## config.mk

```make
export PLATFORM = sky130hd
export DESIGN_NAME = stage_sequencer
export DESIGN_NICKNAME = d
export VERILOG_FILES = /design/src/rtl/stage_sequencer_pkg.sv /design/src/rtl/stage_sequencer_sat_counter.sv /design/src/rtl/stage_sequencer.sv
export SDC_FILE = /design/constraint.sdc
export NUM_CORES = 1
export LEC_CHECK = 0
export BUFFER_PORTS_ARGS = -buffer_cell sky130_fd_sc_hd__buf_2
export CORE_MARGIN = 4
export CORE_UTILIZATION = 30
export DETAILED_ROUTE_END_ITERATION = 8
export PLACE_DENSITY = 0.61
export SYNTH_ARGS = -nofsm -noshare
export SYNTH_HDL_FRONTEND = slang
export SYNTH_SLANG_ARGS = --single-unit
```

## constraint.sdc

```tcl
create_clock -name clk -period 2.15 [get_ports clk]
set_input_delay 0.43 -clock clk [delete_from_list [all_inputs] [get_ports clk]]
set_output_delay 0.43 -clock clk [all_outputs]
set_load 0.02 [all_outputs]
```

## src/rtl/stage_sequencer_pkg.sv

```systemverilog
// Shared definitions for the stage sequencer and the control unit that decodes its stage output.
package stage_sequencer_pkg;

    // Default geometry of program memory and the debug counter
    localparam int PROG_DEPTH_DEF = 256;
    localparam int ADDR_W_DEF     = 8;
    localparam int INSTR_W_DEF    = 12;
    localparam int CNT_W_DEF      = 16;

    // Stage encodings exactly as the control unit decodes them
    localparam logic [1:0] STG_LOAD    = 2'b00;
    localparam logic [1:0] STG_FETCH   = 2'b01;
    localparam logic [1:0] STG_DECODE  = 2'b10;
    localparam logic [1:0] STG_EXECUTE = 2'b11;

    // Sequencer states. HALT is not a stage of its own; it presents as FETCH.
    typedef enum logic [2:0] {
        S_LOAD,
        S_FETCH,
        S_DECODE,
        S_EXEC,
        S_HALT
    } seq_state_t;

endpackage

```

## src/rtl/stage_sequencer_sat_counter.sv

```systemverilog
// Saturating up-counter with enable and asynchronous active-low clear.
module sat_counter #(
    parameter int WIDTH = 16
) (
    input  logic             clk,
    input  logic             clr_n,
    input  logic             i_en,
    output logic [WIDTH-1:0] o_cnt
);

    logic [WIDTH-1:0] r_cnt;

    // Count up on enable, holding at all-ones instead of wrapping
    always_ff @(posedge clk or negedge clr_n) begin
        if (!clr_n) begin
            r_cnt <= '0;
        end else if (i_en && (r_cnt != '1)) begin
            r_cnt <= r_cnt + WIDTH'(1);
        end
    end

    assign o_cnt = r_cnt;

endmodule

```

## src/rtl/stage_sequencer.sv

```systemverilog
// Stage sequencer: loads program memory from a loader stream, then steps
// FETCH -> DECODE -> EXECUTE with free-run, halt and single-step control.
module stage_sequencer
    import stage_sequencer_pkg::*;
#(
    parameter int PROG_DEPTH = PROG_DEPTH_DEF,
    parameter int ADDR_W     = ADDR_W_DEF,
    parameter int INSTR_W    = INSTR_W_DEF,
    parameter int CNT_W      = CNT_W_DEF
) (
    input  logic               clk,
    input  logic               rst_n,
    input  logic               ld_valid,
    output logic               ld_ready,
    input  logic [INSTR_W-1:0] ld_data,
    input  logic               ld_last,
    output logic               pmem_we,
    output logic [ADDR_W-1:0]  pmem_waddr,
    output logic [INSTR_W-1:0] pmem_wdata,
    input  logic               run_mode,
    input  logic               step_req,
    input  logic               halt_req,
    output logic [1:0]         stage,
    output logic               core_ce,
    output logic               halted,
    output logic               loaded,
    output logic [CNT_W-1:0]   retired_cnt
);

    localparam logic [ADDR_W-1:0] LAST_ADDR = ADDR_W'(PROG_DEPTH - 1);

    seq_state_t        r_state;
    seq_state_t        w_state_nxt;
    logic [ADDR_W-1:0] r_addr;
    logic              r_halt_pending;
    logic              r_loaded;
    logic              w_hs;
    logic              w_load_done;
    logic              w_halt_entry;
    logic [1:0]        w_stage;

    // A word is taken only while loading; other states never handshake
    assign w_hs         = ld_valid && (r_state == S_LOAD);
    assign w_halt_entry = (w_state_nxt == S_HALT) && (r_state != S_HALT);

    // Next-state logic; halts are only honoured at instruction boundaries
    always_comb begin
        w_state_nxt = r_state;
        w_load_done = 1'b0;
        case (r_state)
            S_LOAD: begin
                if (w_hs && (ld_last || (r_addr == LAST_ADDR))) begin
                    w_load_done = 1'b1;
                    w_state_nxt = (run_mode && !r_halt_pending) ? S_FETCH : S_HALT;
                end
            end
            S_FETCH:  w_state_nxt = S_DECODE;
            S_DECODE: w_state_nxt = S_EXEC;
            S_EXEC:   w_state_nxt = (r_halt_pending || !run_mode) ? S_HALT : S_FETCH;
            S_HALT: begin
                if (step_req) begin
                    w_state_nxt = S_FETCH;
                end
            end
            default:  w_state_nxt = S_LOAD;
        endcase
    end

    // State register
    always_ff @(posedge clk or negedge rst_n) begin
        if (!rst_n) begin
            r_state <= S_LOAD;
        end else begin
            r_state <= w_state_nxt;
        end
    end

    // Load address advances per accepted word and rewinds once load completes
    always_ff @(posedge clk or negedge rst_n) begin
        if (!rst_n) begin
            r_addr <= '0;
        end else if (w_load_done) begin
            r_addr <= '0;
        end else if (w_hs) begin
            r_addr <= r_addr + ADDR_W'(1);
        end
    end

    // Sticky halt request; a step taken alongside a halt keeps the halt latched
    always_ff @(posedge clk or negedge rst_n) begin
        if (!rst_n) begin
            r_halt_pending <= 1'b0;
        end else if (w_halt_entry) begin
            r_halt_pending <= 1'b0;
        end else if (halt_req) begin
            r_halt_pending <= 1'b1;
        end
    end

    // Program-loaded flag, only cleared by reset
    always_ff @(posedge clk or negedge rst_n) begin
        if (!rst_n) begin
            r_loaded <= 1'b0;
        end else if (w_load_done) begin
            r_loaded <= 1'b1;
        end
    end

    // Stage is a pure decode of the state register
    always_comb begin
        w_stage = STG_LOAD;
        case (r_state)
            S_LOAD:   w_stage = STG_LOAD;
            S_FETCH:  w_stage = STG_FETCH;
            S_DECODE: w_stage = STG_DECODE;
            S_EXEC:   w_stage = STG_EXECUTE;
            S_HALT:   w_stage = STG_FETCH;
            default:  w_stage = STG_LOAD;
        endcase
    end

    sat_counter #(
        .WIDTH (CNT_W)
    ) u_retired (
        .clk   (clk),
        .clr_n (rst_n),
        .i_en  (r_state == S_EXEC),
        .o_cnt (retired_cnt)
    );

    assign stage      = w_stage;
    assign ld_ready   = (r_state == S_LOAD);
    assign pmem_we    = w_hs;
    assign pmem_waddr = r_addr;
    assign pmem_wdata = ld_data;
    assign core_ce    = (r_state != S_HALT);
    assign halted     = (r_state == S_HALT);
    assign loaded     = r_loaded;

endmodule

```

==> results of run 1 <==
[routing by layer]
layer,routed length (um),part of all wire (%),global-route usage [%],vias to the layer above
met4,64,1.8,5.39,0
met3,257,7.3,3.90,7
met2,1530,43,15.6,44
met1,1690,48,15.4,627
met5,0,0,0,-
li1,-,-,-,637
[final cells by class]
type,count,area (um2),share of cell area [%]
clock inverters,3,65.1,3.32
well taps,70,87.6,4.47
clock buffers,5,68.8,3.51
multi-input cells,109,762,38.9
repair buffers,42,223,11.4
flip-flops and latches,29,726,37.1
inverters,7,26.3,1.34
[cells by family after synthesis]
| kind of cell | share of synthesized area [%] |
|---|---|
| flops | 43.4 |
| compound gates | 13.7 |
| xor+xnor | 7.33 |
| simple gates | 21.5 |
| mux | 1.57 |
| buf+inv | 11.1 |
| fa+ha+maj | 1.50 |
[power breakdown]
group	leakage, nW	internal [W]	switching [W]
logic	0.509	0.000266	0.000406
registers	0.381	0.000645	0.000124
clock network	0.0681	0.000460	0.000228
total	0.959	0.00137	0.000759
[through the flow]
step	instances	power, W	setup slack [ns]	util [%]
after floorplan	165	0.00127	0.435	-
after global placement	254	0.00142	0.356	34.2
after detailed placement	254	0.00142	0.329	34.2
after CTS	262	0.00212	0.0120	36.7
after global routing	265	0.00226	0.0686	37.2
final	265	0.00213	0.129	37.2
[worst min-delay path by stage]
stage | from | end | slack, ns | cells after the start
3_3_place_gp | loaded | loaded | 0.46 | 1
6_report | rst_n | u_retired.o_cnt[14] | 0.18 | 1
2_1_floorplan | rst_n | loaded | 0.13 | 0
4_1_cts | rst_n | u_retired.o_cnt[12] | 0.19 | 1
5_1_grt | rst_n | u_retired.o_cnt[14] | 0.23 | 1
3_5_place_dp | loaded | loaded | 0.46 | 1
[worst max-delay path, cell delays in order (launching register included)]
cell and delay (ns):
dfrtp_1 0.44, or4b_4 0.59, inv_1 0.11, buf_2 0.17
[registers in the layout, indices dropped and copies added, names as in the netlist]
register	flops
u_retired.o_cnt	16
pmem_waddr	8
r_state	3
loaded	1
r_halt_pending	1
[layout by cell type (no fill, tap or decap), drive strengths merged, types with 2 or more instances in the layout]
| cell type | synthesis | routed |
|---|---|---|
| a21oi | 10 | 10 |
| a41oi | 2 | 2 |
| a2111oi | 4 | 4 |
| nand4 | 6 | 6 |
| buf | 18 | 42 |
| o21ai | 10 | 10 |
| nand3 | 7 | 7 |
| nor2 | 5 | 5 |
| mux2 | 2 | 2 |
| a211oi | 2 | 2 |
| nand3b | 2 | 2 |
| nor3 | 4 | 4 |
| ha | 2 | 2 |
| and4 | 3 | 3 |
| and3 | 4 | 4 |
| dfrtp | 29 | 29 |
| xor2 | 10 | 10 |
| nand2 | 16 | 16 |
| nand2b | 3 | 3 |
| nand4b | 2 | 2 |
| clkbuf | 2 | 5 |
| xnor2 | 4 | 4 |
| bufinv | 0 | 2 |
| inv | 7 | 7 |
[timing repair]
action / in CTS / in global routing
resized for setup: 0 / 0
setup buffers: 0 / 3
setup endpoints to repair: 0 / 1
==> metrics.cfg, run 1 <==
[placement]
place.gp.congestion = 0.738
dp_hpwl_um = 2460
io_buffers = 37
dpl_cell_area_um2 = 1800

[setup_path]
path_class = flop to primary output
r2r-start = pmem_waddr[0]
cp_max_fo = 7
cp-endpoint = pmem_we
reg2reg_to = r_state[0]
critPathArrivalTime_ns = 1.59
crit_path_start = r_state[1]
required_ns = 1.72
endpoint_kind = primary output
startpoint_type = flop
ff2ff_path_depth = 5
ff2ff_setup_slack_ns = 0.41

[synth]
synthTopCellsByArea = dfrtp_1 43%, buf_4 5.4%, xor2_1 5.2%
synth.cell_area_um2 = 1670
synth_fp_nets = 186
synthMostInstantiatedCell = dfrtp_1
yosysTopAreaCellShare_pct = 43.4
yosysTopAreaCell = dfrtp_1
ys_seq_area_share_pct = 43.4
synth_warnings = 0
async_flop_share_pct = 100
synth_commonest_cells = 29 x dfrtp_1, 16 x nand2_1, 12 x buf_4
synthCells = 165
synthFlopType = dfrtp_1
synth.distinct_cells = 44
ys_ff_latch = 29
synth_edf_count = 0
synth_area_per_cell_um2 = 10.1

[clocking]
cts_sinks = 29
insertion_delay_ns = 0.29
cts_buffers = 5
cts_hold_buf = 0
cts_max_level = 2
clk_pin_slew_worst_paths_ns = 0.07
tritoncts = yes
root_buffer = clkbuf_8
cts_buffer_depth = 2

[die]
io_pins = 62
die_h_um = 82.7
initial_utilization_pct = 31.7
core_um2 = 5270
core.rowCount = 26
dieArea_um2 = 6840
die_w_um = 82.7

[min_path]
hold_path_class = input port to async pin

[detailed_routing]
dr_total_vias = 1315
wirelength_um = 3540
via_per_inst = 4.96
dr.pass1.iters = 4
first_iter_violations = 58
wl_per_cell_um = 13.4
drc_errors = 0
ant_nets = 0

[grt]
grt_pass1_wl_um = 5790
grt_overflow_total = 0
antenna_found_initial = 0
grt_max_degree = 30
grt_pass1_vias = 1209
grt_use_total_pct = 11.3

[sta]
timing.fmax_mhz = 495
drv_slew = 0
tns_ns = 0
fin_crit_sh_pct = 94.0
worst_hold_slack_ns = 0.180
final-setup-viol-count = 0
timing.final.crit_period_ns = 2.02
slew-limit-headroom_pct = 54.5
finalHoldViolCount = 0
rsz0062_at_grt = no
worst_pin_slew_ns = 0.682
finalClockSkew_ns = 0.00699

[power_and_ir_drop]
ir_drop_v = 0.000531
p_leak_nw = 0.959
p_per_area_nw_per_um2 = 1090

[layout]
nNetsFinal = 215
diodes = 0
fillers = 541
synthToLayoutAreaGrowth_pct = 17.1
drive_above_1_share_pct = 32.8
final_cell_area_um2 = 1960

[outcome]
status = finished clean

[flow_run]
cap_violations = 0

No activity file was read; power rests on OpenSTA's default activity.
==> run 2, diff against run 1 <==
==> constraint.sdc (replaced) <==
create_clock -name clk -period 2.15 [get_ports clk]
set_input_delay 0.43 -clock clk [delete_from_list [all_inputs] [get_ports clk]]
set_output_delay 0.43 -clock clk [all_outputs]
set_load 0.005 [all_outputs]
==> metrics.cfg, run 2 (synthesis gave the netlist of run 1 again) <==
[setup_path]
ff2ff_path_depth = 4
path_class = flop to primary output
crit_path_start = r_state[1]
cp-endpoint = pmem_we
critPathArrivalTime_ns = 1.64
startpoint_type = flop
cp_top_family = simple AND/OR/NAND/NOR gates
slowest_delay_ns = 0.67
cp.depth = 3
required_ns = 1.72
cp_max_fo = 15
path_cells = or4b_4, inv_1, buf_2
endpoint_kind = primary output
ff2ff_setup_slack_ns = 0.40
r2r-start = r_state[2]
crit_buf_inv = 2
slowest_stage = or4b_4
reg2reg_to = u_retired.o_cnt[11]

[power_and_ir_drop]
p_per_area_nw_per_um2 = 911
power.total_w = 0.00171
combPwrFrac_pct = 27.9
internal_power_w = 0.00113
p_leak_nw = 0.917
ir_drop_v = 0.000414
seq_power_share_pct = 45.6
switching_share_pct = 34.2
power.share.clock_pct = 26.5
p_switching_w = 0.000587

[outcome]
status = finished clean

[sta]
timing.fmax_mhz = 483
fin_crit_sh_pct = 96.3
tns_ns = 0
final-setup-viol-count = 0
finalHoldViolCount = 0
timing.final.crit_period_ns = 2.07
drv_slew = 0
slew-limit-headroom_pct = 57.4
finalClockSkew_ns = 0.00508
worst_pin_slew_ns = 0.639
rsz0062_at_grt = no

[die]
io_pins = 62
core.rowCount = 26
die_h_um = 82.7
dieArea_um2 = 6840
initial_utilization_pct = 31.7
core_um2 = 5270
die_w_um = 82.7

[grt]
grt_pass1_vias = 1166
grt_use_total_pct = 10.8
grt_overflow_total = 0
antenna_found_initial = 0
grt_pass1_wl_um = 5520
grt_max_degree = 30

[detailed_routing]
via_per_inst = 4.93
wl_per_cell_um = 13.2
dr_total_vias = 1281
dr.pass1.iters = 4
ant_nets = 0
drc_errors = 0
first_iter_violations = 49
wirelength_um = 3430

[clocking]
clk_pin_slew_worst_paths_ns = 0.06
cts_buffers = 5
tritoncts = yes
insertion_delay_ns = 0.28
cts_sinks = 29
root_buffer = clkbuf_8
cts_buffer_depth = 2
cts_max_level = 2
postCtsSetupRepairBufs = 0
cts-resized-gates = 0

[placement]
place.gp.congestion = 0.731
io_buffers = 37
dpl_cell_area_um2 = 1790
dp_hpwl_um = 2530

[layout]
diodes = 0
largest_register_ffs = 16
fillers = 556
final_cell_area_um2 = 1880
nNetsFinal = 211
drive_above_1_share_pct = 30.5
layout_commonest_cell = buf_2
mostFrequentLayoutCells = 37 x buf_2, 29 x dfrtp_1, 16 x nand2_1, 10 x xor2_1, 8 x a21oi_1
synthToLayoutAreaGrowth_pct = 12.4

[flow_run]
cap_violations = 0

[min_path]
hold_path_class = input port to async pin

run 2: changes by cell type in the layout (fill, tap and decap cells not counted):
cell and change:
clkinv_2 -1, clkbuf_8 +1, bufinv_16 -2, buf_4 -4, clkbuf_1 +1
run 2: power groups by stage:
stage / registers [W] / logic (W) / clock network, W
after floorplan: 0.000761 / 0.000361 / 0
after global placement: 0.000787 / 0.000477 / 0
after detailed placement: 0.000789 / 0.000485 / 0
after CTS: 0.000779 / 0.000488 / 0.000469
after global routing: 0.000805 / 0.000544 / 0.000491
final: 0.000782 / 0.000478 / 0.000455
run 2: final cells by class:
type	count	area (um2)	area share [%]
Clock buffer	7	86.3	4.59
Multi-Input combinational cell	109	762	40.5
Sequential cell	29	726	38.6
Inverter	7	26.3	1.40
Tap cell	70	87.6	4.66
Timing Repair Buffer	38	193	10.2
run 2: repair_timing:
action,in CTS,in global routing
endpoints found under the hold margin,0,0
endpoints found under the setup margin,0,1
hold buffers,0,0
run 2: worst reg2reg max path, cell delays in order, from the launching register on:
cell	delay (ns)
dfrtp_1	0.44
and3b_1	0.35
nand2_1	0.20
a2111oi_1	0.51
xor2_1	0.12
run 2: metrics by stage:
| step | setup WS [ns] | utilization (%) | hold slack [ns] | cells |
|---|---|---|---|---|
| final | 0.0789 | 35.7 | 0.171 | 260 |
| after global routing | 0.0263 | 35.7 | 0.227 | 260 |
| after global placement | 0.404 | 34.0 | 0.454 | 253 |
| after detailed placement | 0.374 | 34.0 | 0.457 | 253 |
| after CTS | 0.0589 | 35.7 | 0.198 | 260 |
| after floorplan | 0.520 | - | 0.134 | 165 |
run 2: worst min path at each step:
stage	start	endpoint	slack [ns]	cells after the start
4_1_cts	rst_n	u_retired.o_cnt[13]	0.20	1
6_report	rst_n	u_retired.o_cnt[13]	0.17	1
3_3_place_gp	loaded	loaded	0.45	1
2_1_floorplan	rst_n	loaded	0.13	0
3_5_place_dp	loaded	loaded	0.46	1
5_1_grt	rst_n	u_retired.o_cnt[13]	0.23	1
run 2: per-layer routing:
metal	track usage, %	vias up	share of wire (%)
met5	0	-	0
met2	15.6	37	43
met4	4.90	0	1.6
met1	14.0	608	47
li1	-	628	-
met3	4.56	8	9.0
